$ cat src/rtl/ram_access_ctrl.sv
// ram_access_ctrl
//   Initiator side of the RAM_2_16x32 memory port. Takes single load/store requests from the
//   CPU datapath on a valid/ready handshake and sequences the RAM strobes with one cycle of
//   address/data setup before the strobe and one cycle of hold after it. A load captures
//   ram_data_output on the edge that ends the strobe. Every access ends with a one-cycle
//   rsp_valid pulse in the HOLD state.
//
//   FSM: IDLE -> SETUP -> STROBE (STROBE_CYCLES cycles) -> HOLD -> IDLE
//
//   Optional build macro RAM_ACCESS_ADDR_CHECK_EN: requests with req_addr >= DEPTH are still
//   accepted and timed like a normal access, but they never strobe the RAM, leave
//   ram_address/ram_data_input/rsp_rdata untouched, and finish with rsp_err=1. With the
//   macro undefined there is no range check and rsp_err is always 0.
//
// Ports
//   clk, rst            clock (rising edge), asynchronous active-high reset
//   req_valid/req_ready request handshake; req_ready is high only in IDLE
//   req_we              1 = store, 0 = load
//   req_addr/req_wdata  word address and store data
//   rsp_valid           one-cycle completion pulse (loads and stores)
//   rsp_rdata           last load data, held until the next successful load
//   rsp_err             address out of range, qualified by rsp_valid
//   busy                high in every state except IDLE
//   ram_*               RAM strobes, address, write data and read data
//   All outputs are registered.

module ram_access_ctrl #(
    parameter int unsigned ADDR_W        = 16,
    parameter int unsigned DATA_W        = 32,
    parameter int unsigned STROBE_CYCLES = 1,
    parameter int unsigned DEPTH         = 65536
) (
    input  logic              clk,
    input  logic              rst,
    input  logic              req_valid,
    output logic              req_ready,
    input  logic              req_we,
    input  logic [ADDR_W-1:0] req_addr,
    input  logic [DATA_W-1:0] req_wdata,
    output logic              rsp_valid,
    output logic [DATA_W-1:0] rsp_rdata,
    output logic              rsp_err,
    output logic              busy,
    output logic              ram_write_enable,
    output logic              ram_read_enable,
    output logic [ADDR_W-1:0] ram_address,
    output logic [DATA_W-1:0] ram_data_input,
    input  logic [DATA_W-1:0] ram_data_output
);

    if (STROBE_CYCLES < 1 || STROBE_CYCLES > 15 || DEPTH == 0) begin : gen_bad_param
        $error("ram_access_ctrl: STROBE_CYCLES must be 1..15 and DEPTH non-zero");
    end

    // The counter runs STROBE_CYCLES-1 down to 0; STROBE ends when it reads 0.
    localparam logic [3:0] StrobeLoad = 4'(STROBE_CYCLES - 1);

    typedef enum logic [1:0] {StIdle, StSetup, StStrobe, StHold} state_e;

    state_e            state_q, state_d;
    logic [3:0]        cnt_q, cnt_d;
    logic              we_q, we_d;
    logic              ok_q, ok_d;
    logic              req_ready_q, req_ready_d;
    logic              busy_q, busy_d;
    logic              rsp_valid_q, rsp_valid_d;
    logic              rsp_err_q, rsp_err_d;
    logic [DATA_W-1:0] rsp_rdata_q, rsp_rdata_d;
    logic              ram_we_q, ram_we_d;
    logic              ram_re_q, ram_re_d;
    logic [ADDR_W-1:0] ram_addr_q, ram_addr_d;
    logic [DATA_W-1:0] ram_din_q, ram_din_d;
    logic              req_in_range;

`ifdef RAM_ACCESS_ADDR_CHECK_EN
    assign req_in_range = (64'(req_addr) < 64'(DEPTH));
`else
    assign req_in_range = 1'b1;
`endif

    always_comb begin
        state_d     = state_q;
        cnt_d       = cnt_q;
        we_d        = we_q;
        ok_d        = ok_q;
        rsp_rdata_d = rsp_rdata_q;
        ram_addr_d  = ram_addr_q;
        ram_din_d   = ram_din_q;

        unique case (state_q)
            StIdle: begin
                if (req_valid && req_ready_q) begin
                    we_d    = req_we;
                    ok_d    = req_in_range;
                    state_d = StSetup;
                    // Out-of-range requests leave the RAM-facing bus untouched.
                    if (req_in_range) begin
                        ram_addr_d = req_addr;
                        if (req_we) begin
                            ram_din_d = req_wdata;
                        end
                    end
                end
            end
            StSetup: begin
                cnt_d   = StrobeLoad;
                state_d = StStrobe;
            end
            StStrobe: begin
                if (cnt_q == 4'd0) begin
                    state_d = StHold;
                    // Read data is sampled while read_enable is still high.
                    if (!we_q && ok_q) begin
                        rsp_rdata_d = ram_data_output;
                    end
                end else begin
                    cnt_d = cnt_q - 4'd1;
                end
            end
            StHold: begin
                state_d = StIdle;
            end
            default: begin
                state_d = StIdle;
            end
        endcase

        // Outputs are decoded from the next state so they are registered yet state-aligned.
        req_ready_d = (state_d == StIdle);
        busy_d      = (state_d != StIdle);
        ram_we_d    = (state_d == StStrobe) && we_d && ok_d;
        ram_re_d    = (state_d == StStrobe) && !we_d && ok_d;
        rsp_valid_d = (state_d == StHold);
        rsp_err_d   = (state_d == StHold) && !ok_d;
    end

    always_ff @(posedge clk or posedge rst) begin
        if (rst) begin
            state_q     <= StIdle;
            cnt_q       <= 4'd0;
            we_q        <= 1'b0;
            ok_q        <= 1'b1;
            req_ready_q <= 1'b1;
            busy_q      <= 1'b0;
            rsp_valid_q <= 1'b0;
            rsp_err_q   <= 1'b0;
            rsp_rdata_q <= '0;
            ram_we_q    <= 1'b0;
            ram_re_q    <= 1'b0;
            ram_addr_q  <= '0;
            ram_din_q   <= '0;
        end else begin
            state_q     <= state_d;
            cnt_q       <= cnt_d;
            we_q        <= we_d;
            ok_q        <= ok_d;
            req_ready_q <= req_ready_d;
            busy_q      <= busy_d;
            rsp_valid_q <= rsp_valid_d;
            rsp_err_q   <= rsp_err_d;
            rsp_rdata_q <= rsp_rdata_d;
            ram_we_q    <= ram_we_d;
            ram_re_q    <= ram_re_d;
            ram_addr_q  <= ram_addr_d;
            ram_din_q   <= ram_din_d;
        end
    end

    assign req_ready        = req_ready_q;
    assign busy             = busy_q;
    assign rsp_valid        = rsp_valid_q;
    assign rsp_err          = rsp_err_q;
    assign rsp_rdata        = rsp_rdata_q;
    assign ram_write_enable = ram_we_q;
    assign ram_read_enable  = ram_re_q;
    assign ram_address      = ram_addr_q;
    assign ram_data_input   = ram_din_q;

endmodule

$ cat config.mk
export PLATFORM = sky130hd
export DESIGN_NAME = ram_access_ctrl
export DESIGN_NICKNAME = d
export VERILOG_FILES = /design/src/rtl/ram_access_ctrl.sv
export SDC_FILE = /design/constraint.sdc
export NUM_CORES = 1
export LEC_CHECK = 0
export ABC_CLOCK_PERIOD_IN_PS = 3180
export CAP_MARGIN = 0
export CORE_MARGIN = 3
export CORE_UTILIZATION = 37
export CTS_CLUSTER_DIAMETER = 100
export DETAILED_ROUTE_END_ITERATION = 8
export PLACE_DENSITY = 0.77
export SYNTH_ARGS = -nofsm -noshare
export SYNTH_HDL_FRONTEND = slang
export SYNTH_SLANG_ARGS = --single-unit
export TNS_END_PERCENT = 50
$ cat constraint.sdc
create_clock -name clk -period 3.18 [get_ports clk]
set_clock_uncertainty 0.2 [all_clocks]
set_input_delay 0.477 -clock clk [delete_from_list [all_inputs] [get_ports clk]]
set_output_delay 0.477 -clock clk [all_outputs]
set_load 0.01 [all_outputs]
* Word level (Yosys, flattened, before mapping)
Index checks and enable logic that the tools add are counted.
** Word-level totals
- Register bits :: 94
- Input port bits :: 84
- Output and inout port bits :: 86
** Cells by class
- Reductions and logical operators :: 19
- Multiplexer cells :: 9
- $add $sub $neg :: 1
- Equal/unequal tests :: 6
** Operators with widths (count)
- 2-bit == test (second input constant) :: 4
- 2-bit case mux with 4 select lines :: 1
- 4-bit case mux with 2 select lines :: 1
- 1-bit logical AND :: 7
- 3-bit AND reduction :: 2
- 2-bit logical NOT :: 2
- 4-bit logical NOT :: 1
- 1-bit 2-to-1 mux :: 4
- 2-bit 2-to-1 mux :: 2
- 4-bit 2-to-1 mux :: 1
- 2-bit AND reduction :: 2
- 2-bit nonzero test :: 2
- 4-bit by 1-bit subtractor with 4-bit output (second input constant) :: 1
- 1-bit logical NOT :: 3
- 2-bit by 1-bit == test with 1-bit output (second input constant) :: 1
- 2-bit inequality test (second input constant) :: 1

* Logic depth before layout (Yosys ltp)
Gate-level depths: netlist of run 1.
- Word-level depth :: 6
- Gate-level depth with buffers :: 6
- Depth with buffers taken out :: 5

* Worst setup path before layout of run 1
Ideal clock, no wire load.
- Path type :: reg-to-reg
- From :: register cnt_q[0]
- To :: register rsp_err_q, in the netlist rsp_err
- Arrival time :: 1.579 ns
- Required time :: 2.911 ns
- Setup time :: 0.069 ns
- Stages on the path, launching flop included :: 6
- Clock period less this slack :: 1.847 ns
- Path slack :: 1.333 ns
- Cell sequence :: dfrtp_1 -> inv_1 -> ha_1 -> or3b_4 -> a221oi_4 -> and4b_1
** On the way
- Longest elaborated chain between the ends :: 5
** RTL lines
- from (decl) :: RTL line 61 : logic [3:0] cnt_q, cnt_d;
- from (signal assigned) :: RTL line 154 : cnt_q <= cnt_d;
- 4-bit logical NOT :: RTL line 110 : if (cnt_q == 4'd0) begin
- 2-bit 2-to-1 mux :: RTL line 110
- 2-bit case mux with 4 select lines :: RTL line 90 : unique case (state_q)
- net state_d[0] :: RTL line 60 : state_e state_q, state_d;
- 2-bit == test :: RTL line 134 : rsp_err_d = (state_d == StHold) && !ok_d;
- 1-bit logical AND :: RTL line 134
- net rsp_err_d :: RTL line 67 : logic rsp_err_q, rsp_err_d;
- to (signal assigned) :: RTL line 160 : rsp_err_q <= rsp_err_d;
- to (decl) :: RTL line 67
The timed path passes the listed nets, and every way through them passes these cells.
A chain may end at the register's enable or synchronous reset.

* Worst setup path after layout of run 1
- From :: register req_ready_q, in the netlist req_ready
- To :: output port req_ready
** RTL lines
- from (decl) :: RTL line 64 : logic req_ready_q, req_ready_d;
- from (signal assigned) :: RTL line 157 : req_ready_q <= req_ready_d;
- to (decl) :: RTL line 36 : output logic req_ready,
No word-level cell between the ends.

==> metrics.csv, run 1 <==
stage;metric;value;unit
critical_path;cp_cell_sequence;clkdlybuf4s50_1;
die;start_util;38.7;%
synthesis;synth_cells;228;
finish;fillCellCount;771;
drt;wire_per_inst;15.2;um
drt;ant_nets;0;
synthesis;yosys_register_bits;94;
sta;hold_violations;0;
synthesis;synth_area_leaders;dfrtp_1, mux2_1, mux2_2;
sta;period_needed;2.12;ns
synthesis;syn_nets;317;
drt;first_pass_iters;4;
grt;grtUsageTotal;15.2;%
die;die_area;0.0110;sq mm
synthesis;synth_area;0.00363;sq mm
synthesis;post-synth-top-area-cell;dfrtp_1;
critical_path;path_buf_inv;1;
synthesis;synth.top_cells.by_count;dfrtp_1, mux2_1, buf_2;
sta;fmax;0.472;GHz
clocking;cts_resized;0;
critical_path;rr_worst_depth;6;
drt;wl_met2;3930;um
synthesis;ys_warn_count;0;
clocking;clock_path_buffers;2;
pwr;ir_worst_vdd;0.485;mV
drt;vias;2477;
clocking;postCtsHoldBufs;0;
critical_path;cpPeakStageDelay;0.56;ns
finish;area_growth;56.7;%
drt;vias_per_cell;4.60;
synthesis;syn_area_per_cell;15.9;sq um
critical_path;crit_path_start_kind;register;
drt;wl_met1;3390;um
critical_path;crit_family;flip-flops;
critical_path;r2r-end;ram_read_enable;
synthesis;synth_edf_count;0;
drt;drcViolationCount;0;
die;rows;35;
critical_path;rrSetupSlack;1.13;ns
clocking;cts_root_buf;clkbuf_8;
sta;slew_violations;0;
clocking;clock_sinks;94;
clocking;post-cts-setup-buffers;0;
sta;fin_tns_setup;0;ns
critical_path;critical_path_class;reg -> out;
sta;slew-limit-headroom;67.6;%
sta;finalSetupViolations;0;
critical_path;worstPathRequired;2.50;ns
die;num_io_pins;170;
finish;nNetsFinal;493;
pwr;power_density;919;mW/mm^2
finish;fin_util;60.7;%
outcome;status;finished clean;
drt;routed.top_layer;met4;
hold_path;hp-class;in -> async;
drt;routed_wl;8200;um
placement;gp_congestion;0.699;
placement;post-place-ws;0.904;ns
grt;grt_max_degree;41;
critical_path;r2r_start;state_q[0];
finish;antennaDiodeCount;0;
synthesis;async_flop_share;100;%
pwr;power_leakage;2.43;nW
grt;grt_overflow;0;
grt;grt_pass1_wl;13300;um
drt;drt_iter0_markers;51;
sta;whs;0.209;ns
run;maxCapViolations;0;
placement;hpwl;6180;um
synthesis;netlist.area_leader.share;63.5;%
critical_path;end_kind;output port;
drt;wl_met3;798;um
synthesis;synth-main-ff-cell;dfrtp_1;
sta;rsz0062_at_grt;false;
die;core;0.00937;sq mm
sta;period_share;66.7;%
clocking;cts_tree;built;
sta;setup_slack;1.06;ns
die;die_h;105;um
placement;io_buffers;169;
clocking;clock_latency;0.34;ns
grt;antenna_found_initial;0;
synthesis;ys_types;28;
critical_path;cp_max_fo;4;
critical_path;cp.arrival;1.44;ns
clocking;htree_levels;3;
critical_path;cp_slowest_cell;dfstp_2;
clocking;cts_buffers;9;
clocking;clk_pin_slew_worst_paths;0.09;ns
synthesis;yosysMostFrequentCell;dfrtp_1;
sta;worst_slew_pin_slew;0.486;ns
die;die_w;105;um
synthesis;ys_seq_area_share;64.9;%
finish;drive_above_1_share;7.33;%
grt;grt_pass1_vias;2671;
routing by layer:
metal	up-vias	GRT usage [%]
met4	0	5.34
met5	-	0
li1	1147	-
met1	1208	18.0
met2	113	24.7
met3	9	6.42
report_power, final:
group / internal [mW] / total (mW) / switching [mW]
Clock: 0.443 / 0.831 / 0.388
Combinational: 1.43 / 2.35 / 0.918
Sequential: 1.76 / 2.04 / 0.278
Total: 3.64 / 5.23 / 1.58
cell usage in the layout (no fill, tap or decap), types with 4 or more instances in the layout:
cell,instances
dfrtp_1,92
inv_1,5
nand3_1,4
mux2_1,76
mux2_2,6
nor2_1,4
clkbuf_8,9
buf_4,5
clkdlybuf4s50_1,169
ha_1,5
flip-flops by register name, indices dropped and copies added, names as in the netlist, 2 cells and up:
name	flops
ram_data_input	32
cnt_q	4
rsp_rdata	32
state_q	2
ram_address	16
cell type report:
cell class | count | area [sq um] | area share (%)
inverters | 6 | 23.8 | 0.418
multi-input cells | 119 | 1210 | 21.2
repair buffers | 174 | 1730 | 30.4
clock inverters | 4 | 72.6 | 1.28
clock buffers | 12 | 135 | 2.38
well taps | 129 | 161 | 2.84
flip-flops and latches | 94 | 2350 | 41.4
worst reg2reg max path: cells and delay by family, from the launching register on:
kind,cells,cell delay (ns)
buf+inv,2,0.40
mux,1,0.35
fa+ha+maj,1,0.23
simple gates,2,0.39
flops,1,0.41
how the worst max path moves through the flow:
stage | start | to | slack (ns) | depth (start not counted)
2_1_floorplan | rst | busy | 0.06 | 1
3_3_place_gp | req_valid | ram_read_enable | 0.93 | 5
3_5_place_dp | req_valid | ram_read_enable | 0.90 | 5
4_1_cts | req_ready | req_ready | 1.03 | 1
5_1_grt | state_q[0] | ram_read_enable | 0.97 | 6
6_report | req_ready | req_ready | 1.06 | 1
kinds of logic after synthesis:
group                      synth area share (%)
DFF                                        64.9
and+or+nand+nor                            3.62
buffers and inverters                      1.79
adders and majority gates                  1.72
muxes                                      26.3
AOI/OAI and AO/OA                          1.66
metrics by stage:
stage               cells  instance area [sq um]  total power, mW
finish                538                   5680             5.23
detailed placement    522                   5480             4.47
global placement      522                   5480             4.40
global route          538                   5680             5.56
CTS                   538                   5680             5.32
floorplan             228                   3630             3.07
Note: power is estimated with default switching activity, not from simulation.
==> run 2, diff against run 1 <==
--- a/config.mk
+++ b/config.mk
@@ -5,7 +5,7 @@
 export SDC_FILE = /design/constraint.sdc
 export NUM_CORES = 1
 export LEC_CHECK = 0
-export ABC_CLOCK_PERIOD_IN_PS = 3180
+export ABC_CLOCK_PERIOD_IN_PS = 1920
 export CAP_MARGIN = 0
 export CORE_MARGIN = 3
 export CORE_UTILIZATION = 37
==> constraint.sdc (replaced) <==
create_clock -name clk -period 1.92 [get_ports clk]
set_clock_uncertainty 0.2 [all_clocks]
set_input_delay 0.288 -clock clk [delete_from_list [all_inputs] [get_ports clk]]
set_output_delay 0.288 -clock clk [all_outputs]
set_load 0.01 [all_outputs]
==> run 2 against run 1 <==
Against the previous run:
- via count up 1.4%
- combinational power is 70% higher
- die area unchanged
- register-to-register slack worse by 1.2 ns
- the flow now finishes with violations (setup timing)
- largest cell class unchanged
- global-route usage is 0.61 points higher
- critical path depth is 4 higher
- cell area grew 2.0%
- sequential share of layout area down 0.80 points
- total power rose by 66%
- first-iteration DRC count decreased by 27%
- largest power group unchanged
==> metrics.csv, run 2 (synthesis gave the netlist of run 1 again) <==
stage;metric;value;unit;change
sta;rsz0062_at_grt;true;;
drt;wire_per_inst;15.4;um;+0.88%
clocking;clock_sinks;94;;unchanged
die;core;0.00937;sq mm;unchanged
die;die_w;105;um;unchanged
outcome;status;finished, violations left;;
finish;final_common_cell;clkdlybuf4s50_1;;
grt;grt_overflow;0;;unchanged
drt;vias;2512;;+1.4%
clocking;cts_root_buf;clkbuf_8;;
critical_path;r2r_start;cnt_q[0];;
drt;drcViolationCount;0;;unchanged
placement;hpwl;6380;um;+3.3%
drt;routed_wl;8390;um;+2.4%
critical_path;worstPathRequired;2.01;ns;-0.49 ns
sta;period_needed;1.95;ns;
hold_path;hp-class;in -> async;;
critical_path;rrSetupSlack;-0.03;ns;-1.16 ns
critical_path;cp_max_fo;7;;+3
drt;first_pass_iters;3;;-1
clocking;clock_latency;0.35;ns;about the same
finish;drive_above_1_share;10.8;%;+3.5 points
die;num_io_pins;170;;unchanged
drt;vias_per_cell;4.60;;about the same
grt;grt_pass1_vias;2692;;+0.79%
outcome;violations;setup timing;;
pwr;ir_worst_vdd;0.694;mV;+43%
clocking;postCtsHoldBufs;0;;unchanged
grt;grtUsageTotal;15.8;%;+0.61 points
sta;slew-limit-headroom;73.7;%;+6.1 points
placement;placed_cell_area;0.00555;sq mm;+1.4%
pwr;power_leakage;2.49;nW;+2.4%
grt;grt_max_degree;62;;+51%
finish;design_area;0.00580;sq mm;+2.0%
critical_path;cp.arrival;2.04;ns;+0.60 ns
critical_path;end_kind;register;;
sta;hold_violations;0;;unchanged
critical_path;crit_path_start_kind;register;;
finish;multi_input_area;0.00123;sq mm;+1.9%
sta;worst_slew_pin_slew;0.395;ns;-0.0911 ns
pwr;total_power;8.68;mW;+66%
placement;io_buffers;169;;unchanged
finish;register_area;0.00235;sq mm;unchanged
finish;area_growth;59.8;%;
sta;fmax;0.514;GHz;
sta;period_share;101;%;
critical_path;worstSetupStartpoint;cnt_q[0];;
sta;setup_slack;-0.0269;ns;-1.09 ns
finish;final_cell_mix;clkdlybuf4s50_1, dfrtp_1, mux2_1;;
clocking;clock_path_buffers;2;;unchanged
sta;whs;0.169;ns;-0.0398 ns
finish;antennaDiodeCount;0;;unchanged
die;rows;35;;unchanged
die;die_area;0.0110;sq mm;unchanged
run;maxCapViolations;0;;unchanged
grt;grt_pass1_wl;14000;um;+5.0%
grt;antenna_found_initial;0;;unchanged
sta;slew_violations;0;;unchanged
die;start_util;38.7;%;unchanged
clocking;htree_levels;3;;unchanged
clocking;cts_buffers;9;;unchanged
clocking;cts_tree;built;;
sta;finalSetupViolations;1;;+1
finish;fillCellCount;755;;-2.1%
drt;ant_nets;0;;unchanged
die;die_h;105;um;unchanged
drt;drt_iter0_markers;37;;-27%
finish;nNetsFinal;501;;+1.6%
clocking;clk_pin_slew_worst_paths;0.10;ns;about the same
placement;post-place-ws;-0.0619;ns;-0.966 ns
pwr;power_density;1500;mW/mm^2;+63%
critical_path;critical_path_class;reg -> reg;;
placement;gp_congestion;0.725;;+3.8%
[run 2: cell types whose count changed in the layout (fill, tap and decap cells not counted), sizes merged]
cell | previous run | this run
clkdlybuf4s50 | 169 | 168
buf | 5 | 13
clkbuf | 12 | 10
bufinv | 2 | 1
clkinv | 2 | 3
dlygate4sd2 | 0 | 1
inv | 5 | 7
[run 2: worst max-delay path: stages (launching register included)]
cell	delay, ns
dfrtp_1	0.40
inv_2	0.08
ha_4	0.14
or3b_4	0.40
a221oi_4	0.43
and4b_1	0.24
[run 2: area by class of cell]
type	count	area share [%]
multi-input combinational	119	21.2
tap	129	2.78
clock buffer	10	2.20
clock inverter	6	1.21
sequential	94	40.6
inverter	6	0.453
timing repair buffer	182	31.5
[run 2: layer usage]
layer	vias to the layer above	wire length, um	track usage, %
met5	-	0	0
met4	0	80	4.78
met3	9	696	5.44
met2	108	4130	26.2
met1	1237	3480	19.4
li1	1158	-	-
[run 2: timing repair]
item / CTS / global route
pin swaps: 2 / 3
gates cloned: 0 / 0
gates resized for setup: 5 / 2
setup endpoints to repair: 7 / 7
setup buffers: 0 / 3
[run 2: stage by stage]
stage	util, %	std cells	TNS [ns]
floorplan	-	228	0
global placement	59.3	527	0
detailed placement	59.3	527	-0.0619
CTS	61.5	543	-0.0290
global route	61.8	546	-0.129
finish	61.8	546	-0.0269
[run 2: final timing paths]
check	endpoint	cells after the start
max reg2reg	rsp_err	5
min	ram_data_input[11]	3
max	rsp_err	5
max in group asynchronous	rsp_rdata[4]	3
min reg2reg	ram_data_input[26]	1
min in group clk	ram_data_input[26]	1
[run 2: where the power goes]
group          switching [mW]  total [mW]  internal, mW
logic                    1.58        4.00          2.42
registers               0.457        3.38          2.92
clock network           0.684        1.30         0.615
==> run 3, diff against run 2 <==
--- a/config.mk
+++ b/config.mk
@@ -12,6 +12,7 @@
 export CTS_CLUSTER_DIAMETER = 100
 export DETAILED_ROUTE_END_ITERATION = 8
 export PLACE_DENSITY = 0.77
+export SLEW_MARGIN = 15
 export SYNTH_ARGS = -nofsm -noshare
 export SYNTH_HDL_FRONTEND = slang
 export SYNTH_SLANG_ARGS = --single-unit
==> results of run 3 <==
Same layout as run 2: the final DEF is identical, and so are final timing and power.
